**src/rtl/alu_issue_ctrl_pkg.sv**
```systemverilog
// rtl/alu_issue_ctrl_pkg.sv - shared opcodes, FSM encoding and instruction layout for the ALU issue controller
package alu_issue_ctrl_pkg;

  localparam int INSTR_W = 10;

  localparam logic [1:0] OPC_ADD = 2'b00;
  localparam logic [1:0] OPC_SUB = 2'b01;
  localparam logic [1:0] OPC_MUL = 2'b10;
  localparam logic [1:0] OPC_DIV = 2'b11;

  typedef enum logic [1:0] {
    ST_IDLE  = 2'd0,
    ST_ISSUE = 2'd1,
    ST_HOLD  = 2'd2
  } state_t;

  typedef struct packed {
    logic [1:0] opc;
    logic [3:0] op1;
    logic [3:0] op2;
  } instr_t;

  // Divide-by-zero never reaches the ALU; the controller substitutes a fixed result.
  function automatic logic is_divz(input instr_t i);
    return (i.opc == OPC_DIV) && (i.op2 == 4'd0);
  endfunction

endpackage

```
**src/rtl/issue_fifo.sv**
```systemverilog
// rtl/issue_fifo.sv - instruction FIFO with wrap-around pointers and occupancy count
module issue_fifo
  import alu_issue_ctrl_pkg::*;
#(
  parameter int DEPTH = 2,
  parameter int WIDTH = INSTR_W
) (
  input  logic                     clk,
  input  logic                     rst,
  input  logic                     push,
  input  logic [WIDTH-1:0]         wdata,
  input  logic                     pop,
  output logic [WIDTH-1:0]         rdata,
  output logic                     full,
  output logic                     empty,
  output logic [$clog2(DEPTH):0]   count
);

  localparam int PW = $clog2(DEPTH);

  logic [WIDTH-1:0] mem [DEPTH];
  logic [PW-1:0]    wr_ptr;
  logic [PW-1:0]    rd_ptr;
  logic             do_push;
  logic             do_pop;

  assign full    = (count == (PW+1)'(DEPTH));
  assign empty   = (count == '0);
  assign do_push = push && !full;
  assign do_pop  = pop && !empty;
  assign rdata   = mem[rd_ptr];

  always_ff @(posedge clk) begin
    if (do_push) begin
      mem[wr_ptr] <= wdata;
    end
  end

  always_ff @(posedge clk) begin
    if (rst) begin
      wr_ptr <= '0;
      rd_ptr <= '0;
      count  <= '0;
    end else begin
      if (do_push) wr_ptr <= wr_ptr + 1'b1;
      if (do_pop)  rd_ptr <= rd_ptr + 1'b1;
      // simultaneous push and pop leaves occupancy unchanged
      case ({do_push, do_pop})
        2'b10:   count <= count + 1'b1;
        2'b01:   count <= count - 1'b1;
        default: count <= count;
      endcase
    end
  end

endmodule

```
**src/rtl/alu_issue_ctrl.sv**
```systemverilog
// rtl/alu_issue_ctrl.sv - queues ALU instructions, issues one at a time and holds each result until accepted
module alu_issue_ctrl
  import alu_issue_ctrl_pkg::*;
#(
  parameter int         DEPTH    = 2,
  parameter logic [3:0] DIVZ_RES = 4'hF
) (
  input  logic       clk,
  input  logic       rst,
  input  logic       in_valid,
  output logic       in_ready,
  input  logic [1:0] in_opc,
  input  logic [3:0] in_op1,
  input  logic [3:0] in_op2,
  output logic       alu_enable,
  output logic [3:0] alu_op1,
  output logic [3:0] alu_op2,
  output logic [1:0] alu_opc,
  input  logic [3:0] alu_res,
  input  logic       alu_carry,
  output logic       out_valid,
  input  logic       out_ready,
  output logic [3:0] out_res,
  output logic       out_carry,
  output logic       out_err
);

  state_t                 state;
  state_t                 next_state;
  logic                   fifo_full;
  logic                   fifo_empty;
  logic [$clog2(DEPTH):0] fifo_count;
  logic [INSTR_W-1:0]     head_bits;
  instr_t                 head;
  instr_t                 cur;
  logic                   push;
  logic                   pop;
  logic                   alu_enable_d;
  logic                   out_valid_d;

  assign in_ready = !fifo_full;
  assign push     = in_valid && in_ready;
  assign head     = instr_t'(head_bits);
  assign cur      = instr_t'({alu_opc, alu_op1, alu_op2});

  issue_fifo #(
    .DEPTH (DEPTH),
    .WIDTH (INSTR_W)
  ) u_fifo (
    .clk   (clk),
    .rst   (rst),
    .push  (push),
    .wdata ({in_opc, in_op1, in_op2}),
    .pop   (pop),
    .rdata (head_bits),
    .full  (fifo_full),
    .empty (fifo_empty),
    .count (fifo_count)
  );

  always_ff @(posedge clk) begin
    if (rst) state <= ST_IDLE;
    else     state <= next_state;
  end

  // pop happens only on a transition into ISSUE, including back-to-back from HOLD
  always_comb begin
    next_state = state;
    pop        = 1'b0;
    case (state)
      ST_IDLE: begin
        if (!fifo_empty) begin
          pop        = 1'b1;
          next_state = ST_ISSUE;
        end
      end
      ST_ISSUE: next_state = ST_HOLD;
      ST_HOLD: begin
        if (out_ready) begin
          if (!fifo_empty) begin
            pop        = 1'b1;
            next_state = ST_ISSUE;
          end else begin
            next_state = ST_IDLE;
          end
        end
      end
      default: next_state = ST_IDLE;
    endcase
  end

  always_comb begin
    alu_enable_d = (next_state == ST_ISSUE) && !is_divz(head);
    out_valid_d  = (next_state == ST_HOLD);
  end

  always_ff @(posedge clk) begin
    if (rst) begin
      alu_enable <= 1'b0;
      alu_op1    <= '0;
      alu_op2    <= '0;
      alu_opc    <= OPC_ADD;
      out_valid  <= 1'b0;
      out_res    <= '0;
      out_carry  <= 1'b0;
      out_err    <= 1'b0;
    end else begin
      alu_enable <= alu_enable_d;
      out_valid  <= out_valid_d;
      if (pop) begin
        alu_opc <= head.opc;
        alu_op1 <= head.op1;
        alu_op2 <= head.op2;
      end
      if (state == ST_ISSUE) begin
        if (is_divz(cur)) begin
          out_res   <= DIVZ_RES;
          out_carry <= 1'b0;
          out_err   <= 1'b1;
        end else begin
          out_res   <= alu_res;
          out_carry <= alu_carry;
          out_err   <= 1'b0;
        end
      end
    end
  end

endmodule
```
**config.mk**
```make
export PLATFORM = sky130hd
export DESIGN_NAME = alu_issue_ctrl
export DESIGN_NICKNAME = d
export VERILOG_FILES = /design/src/rtl/alu_issue_ctrl_pkg.sv /design/src/rtl/issue_fifo.sv /design/src/rtl/alu_issue_ctrl.sv
export SDC_FILE = /design/constraint.sdc
export NUM_CORES = 1
export LEC_CHECK = 0
export ABC_AREA = 1
export ABC_CLOCK_PERIOD_IN_PS = 1700
export CELL_PAD_IN_SITES_DETAIL_PLACEMENT = 1
export CELL_PAD_IN_SITES_GLOBAL_PLACEMENT = 2
export CORE_AREA = 3 3 84 86
export DETAILED_ROUTE_END_ITERATION = 10
export DIE_AREA = 0 0 87 89
export PLACE_DENSITY_LB_ADDON = 0.1
export SLEW_MARGIN = 20
export SYNTH_ARGS = -nofsm -noshare
export SYNTH_HDL_FRONTEND = slang
export SYNTH_SLANG_ARGS = --single-unit
export TNS_END_PERCENT = 100
```
**constraint.sdc**
```tcl
create_clock -name clk -period 1.7 [get_ports clk]
set_input_delay 0.34 -clock clk [delete_from_list [all_inputs] [get_ports clk]]
set_output_delay 0.34 -clock clk [all_outputs]
set_load 0.02 [all_outputs]
```
==> flow_metrics.env, run 1 <==
export IMPL_maxCapViolCount=0
export IMPL_dp_hpwl_mm=2.98
export IMPL_setup_viol=0
export IMPL_cts_clk_slew_worst_paths_ps=80
export IMPL_gp_congestion=0.707
export IMPL_yosys_warnings=0
export IMPL_fin_area_mm2=0.00245
export IMPL_crit_start="alu_opc[1]"
export IMPL_clk_latency_ps=300
export IMPL_crit_end="alu_opc[1]"
export IMPL_post_drt_wl_per_cell_um=11.4
export IMPL_ant_nets=0
export IMPL_io_pins=38
export IMPL_place_ws_ps=-156
export IMPL_critPathBufInv=1
export IMPL_r2r_end="u_fifo.count[1]"
export IMPL_syn_avg_cell_area_um2=8.66
export IMPL_cp_end_kind="primary output"
export IMPL_netlist_instances=212
export IMPL_cts_made_buffers=5
export IMPL_area_growth_synth_to_final_pct=33.5
export IMPL_maxSlewHeadroom=0.784
export IMPL_timing_rr_start="state[0]"
export IMPL_critical_path_arrival_ps=1260
export IMPL_drc=0
export IMPL_crit_chain="clkdlybuf4s50_1"
export IMPL_post_dp_cell_area_mm2=0.00236
export IMPL_final_hold_viol_count=0
export IMPL_initial_core_util=0.289
export IMPL_io_buffers=37
export IMPL_first_global_vias=1444
export IMPL_synth_cell_types=22
export IMPL_cp_num_cells=1
export IMPL_die_width_um=87
export IMPL_finalCriticalPeriod_ps=1600
export IMPL_core_area_mm2=0.00635
export IMPL_yosysSeqAreaShare=0.600
export IMPL_cts_sinks=45
export IMPL_grt_overflow=0
export IMPL_power_leakage_uw=0.00110
export IMPL_syn_nets=232
export IMPL_irDropWorstVdd_mv=0.637
export IMPL_fmax_mhz=624
export IMPL_dp_cells=333
export IMPL_p_per_area_mw_per_mm2=1640
export IMPL_root_buffer="clkbuf_8"
export IMPL_vias_per_cell=4.06
export IMPL_nets=283
export IMPL_setup_ws_ps=98.5
export IMPL_worstPathRequired_ps=1360
export IMPL_vias=1386
export IMPL_cpPeakStageDelay_ps=610
export IMPL_slew_violations=0
export IMPL_post_route_cells_drive_above_1_share=0.0985
export IMPL_antenna_found_initial=0
export IMPL_die_area_mm2=0.00774
export IMPL_critPathLaunchType="register"
export IMPL_finalNonFillerCells=341
export IMPL_r2r_slack_ps=250
export IMPL_grt_total_usage=0.112
export IMPL_synth_seq_cells=45
export IMPL_grt_pass1_wl_mm=6.71
export IMPL_cts_hold_buffers=0
export IMPL_status="complete, no violations"
export IMPL_reg2reg_depth=7
export IMPL_clock_skew_ps=9.59
export IMPL_clockBufferDepth=2
export IMPL_cts_tree="yes"
export IMPL_rsz0062_at_grt="false"
export IMPL_cp_max_fo=3
export IMPL_final_core_util=0.386
export IMPL_worst_pin_slew_ps=321
export IMPL_die_height_um=89
export IMPL_drtIter0Drc=45
export IMPL_slowest_stage="clkdlybuf4s50_1"
export IMPL_cp_top_family="buffers and inverters"
export IMPL_htreeDepth=2
export IMPL_wl_mm=3.88
export IMPL_fin_crit_sh=0.942
export IMPL_drt_pass1_iterations=4
export IMPL_path_class="register to primary output"
export IMPL_rows=29
export IMPL_grt_max_degree=18
export IMPL_syn_area_mm2=0.00184
export IMPL_n_antenna_cell=0
export IMPL_worstHoldPathType="register to register"
cell type report:
class,instances,area (um2)
Fill cell,754,3900
Sequential cell,45,1100
Multi-Input combinational cell,125,557
Timing Repair Buffer,48,464
Inverter,38,143
Tap cell,77,96.3
Clock buffer,6,72.6
Clock inverter,2,15.0
flip-flops by register name (all words and copies together) (netlist names), named ones only:
name,cells
alu_enable,1
alu_op1,4
alu_op2,4
alu_opc,2
out_carry,1
out_err,1
out_res,4
out_valid,1
state,2
u_fifo.count,2
u_fifo.mem,20
u_fifo.rd_ptr,1
u_fifo.wr_ptr,1
worst min-delay path by stage:
stage                          from  cells after the start               to  slack (ps)
floorplan                       rst                      1        out_valid         420
global placement    u_fifo.count[0]                      1  u_fifo.count[0]         500
detailed placement  u_fifo.count[0]                      1  u_fifo.count[0]         500
CTS                 u_fifo.count[0]                      1  u_fifo.count[0]         520
global route               state[0]                      1        out_valid         530
finish                     state[0]                      1        out_valid         500
cell usage after synthesis:
cell type,number,share of area
dfxtp_1,25,0.27
buf_4,2,0.0082
nand2_4,1,0.0061
o21ai_0,10,0.027
buf_8,1,0.0082
a31oi_1,1,0.0034
a21oi_1,6,0.016
or2_2,1,0.0034
a211oi_1,2,0.0082
inv_1,37,0.076
nand4_1,1,0.0034
edfxtp_1,20,0.33
nand3b_1,2,0.0082
nor2_1,31,0.063
nor2_4,3,0.018
buf_2,1,0.0027
nand2_1,62,0.13
inv_2,1,0.0020
ha_1,1,0.0068
nor3_1,2,0.0055
nand3_1,1,0.0027
nor2_2,1,0.0034
layer usage:
layer | vias up | wire length [um] | GRT usage
met2 | 25 | 1810 | 0.188
li1 | 749 | - | -
met4 | 0 | 40 | 0.0340
met5 | - | 0 | 0
met3 | 4 | 166 | 0.0295
met1 | 608 | 1860 | 0.142
logic make-up after synthesis:
logic type	count (synthesis)	synth area share
simple gates	105	0.241
flops	45	0.600
buf+inv	42	0.0968
compound gates	19	0.0552
fa+ha+maj	1	0.00682
through the flow:
| step | TNS, ps | hold WS, ps | power [uW] |
|---|---|---|---|
| 4_1_cts | 0 | 521 | 4120 |
| 5_1_grt | 0 | 534 | 4450 |
| 3_5_place_dp | -160 | 499 | 3450 |
| 6_report | 0 | 500 | 4030 |
| 2_1_floorplan | 0 | 418 | 2760 |
| 3_3_place_gp | -95.2 | 499 | 3430 |
timing repair:
item	CTS	global route
resized for setup	1	1
setup buffers	0	0
endpoints found under the setup margin	1	1
where the power goes:
| part | leakage, uW | switching, uW | internal [uW] | total, uW |
|---|---|---|---|---|
| combinational | 0.000671 | 1050 | 745 | 1800 |
| clock | 0.0000374 | 361 | 290 | 651 |
| sequential | 0.000393 | 151 | 1430 | 1580 |
cell usage in the layout, fill, tap and decap left out:
| cell type | instances |
|---|---|
| nand2_1 | 62 |
| inv_1 | 37 |
| clkdlybuf4s50_1 | 36 |
| nor2_1 | 31 |
| dfxtp_1 | 24 |
| edfxtp_1 | 20 |
| o21ai_0 | 10 |
| buf_4 | 10 |
| a21oi_1 | 6 |
| clkbuf_8 | 5 |
| nor2_4 | 3 |
| a211oi_1 | 2 |
| nand3b_1 | 2 |
| nor3_1 | 2 |
| clkinvlp_4 | 2 |
| inv_2 | 1 |
| nor2_2 | 1 |
| nand2_4 | 1 |
| nand3_1 | 1 |
| or2_2 | 1 |
| nand4_1 | 1 |
| a31oi_1 | 1 |
| ha_1 | 1 |
| clkbuf_1 | 1 |
| dlygate4sd2_1 | 1 |
| buf_12 | 1 |
| dfxtp_2 | 1 |
No activity file was read; power rests on OpenSTA's default activity.
==> inputs of run 2 (changes only) <==
CTS_CLUSTER_DIAMETER = 40   (was unset)
==> results of run 2 <==
The final DEF is identical to that of run 1; final timing and power are the same.
==> inputs of run 3 (changes only) <==
CTS_CLUSTER_SIZE = 24   (was unset)
==> results of run 3 <==
The final DEF is identical to that of run 1; final timing and power are the same.
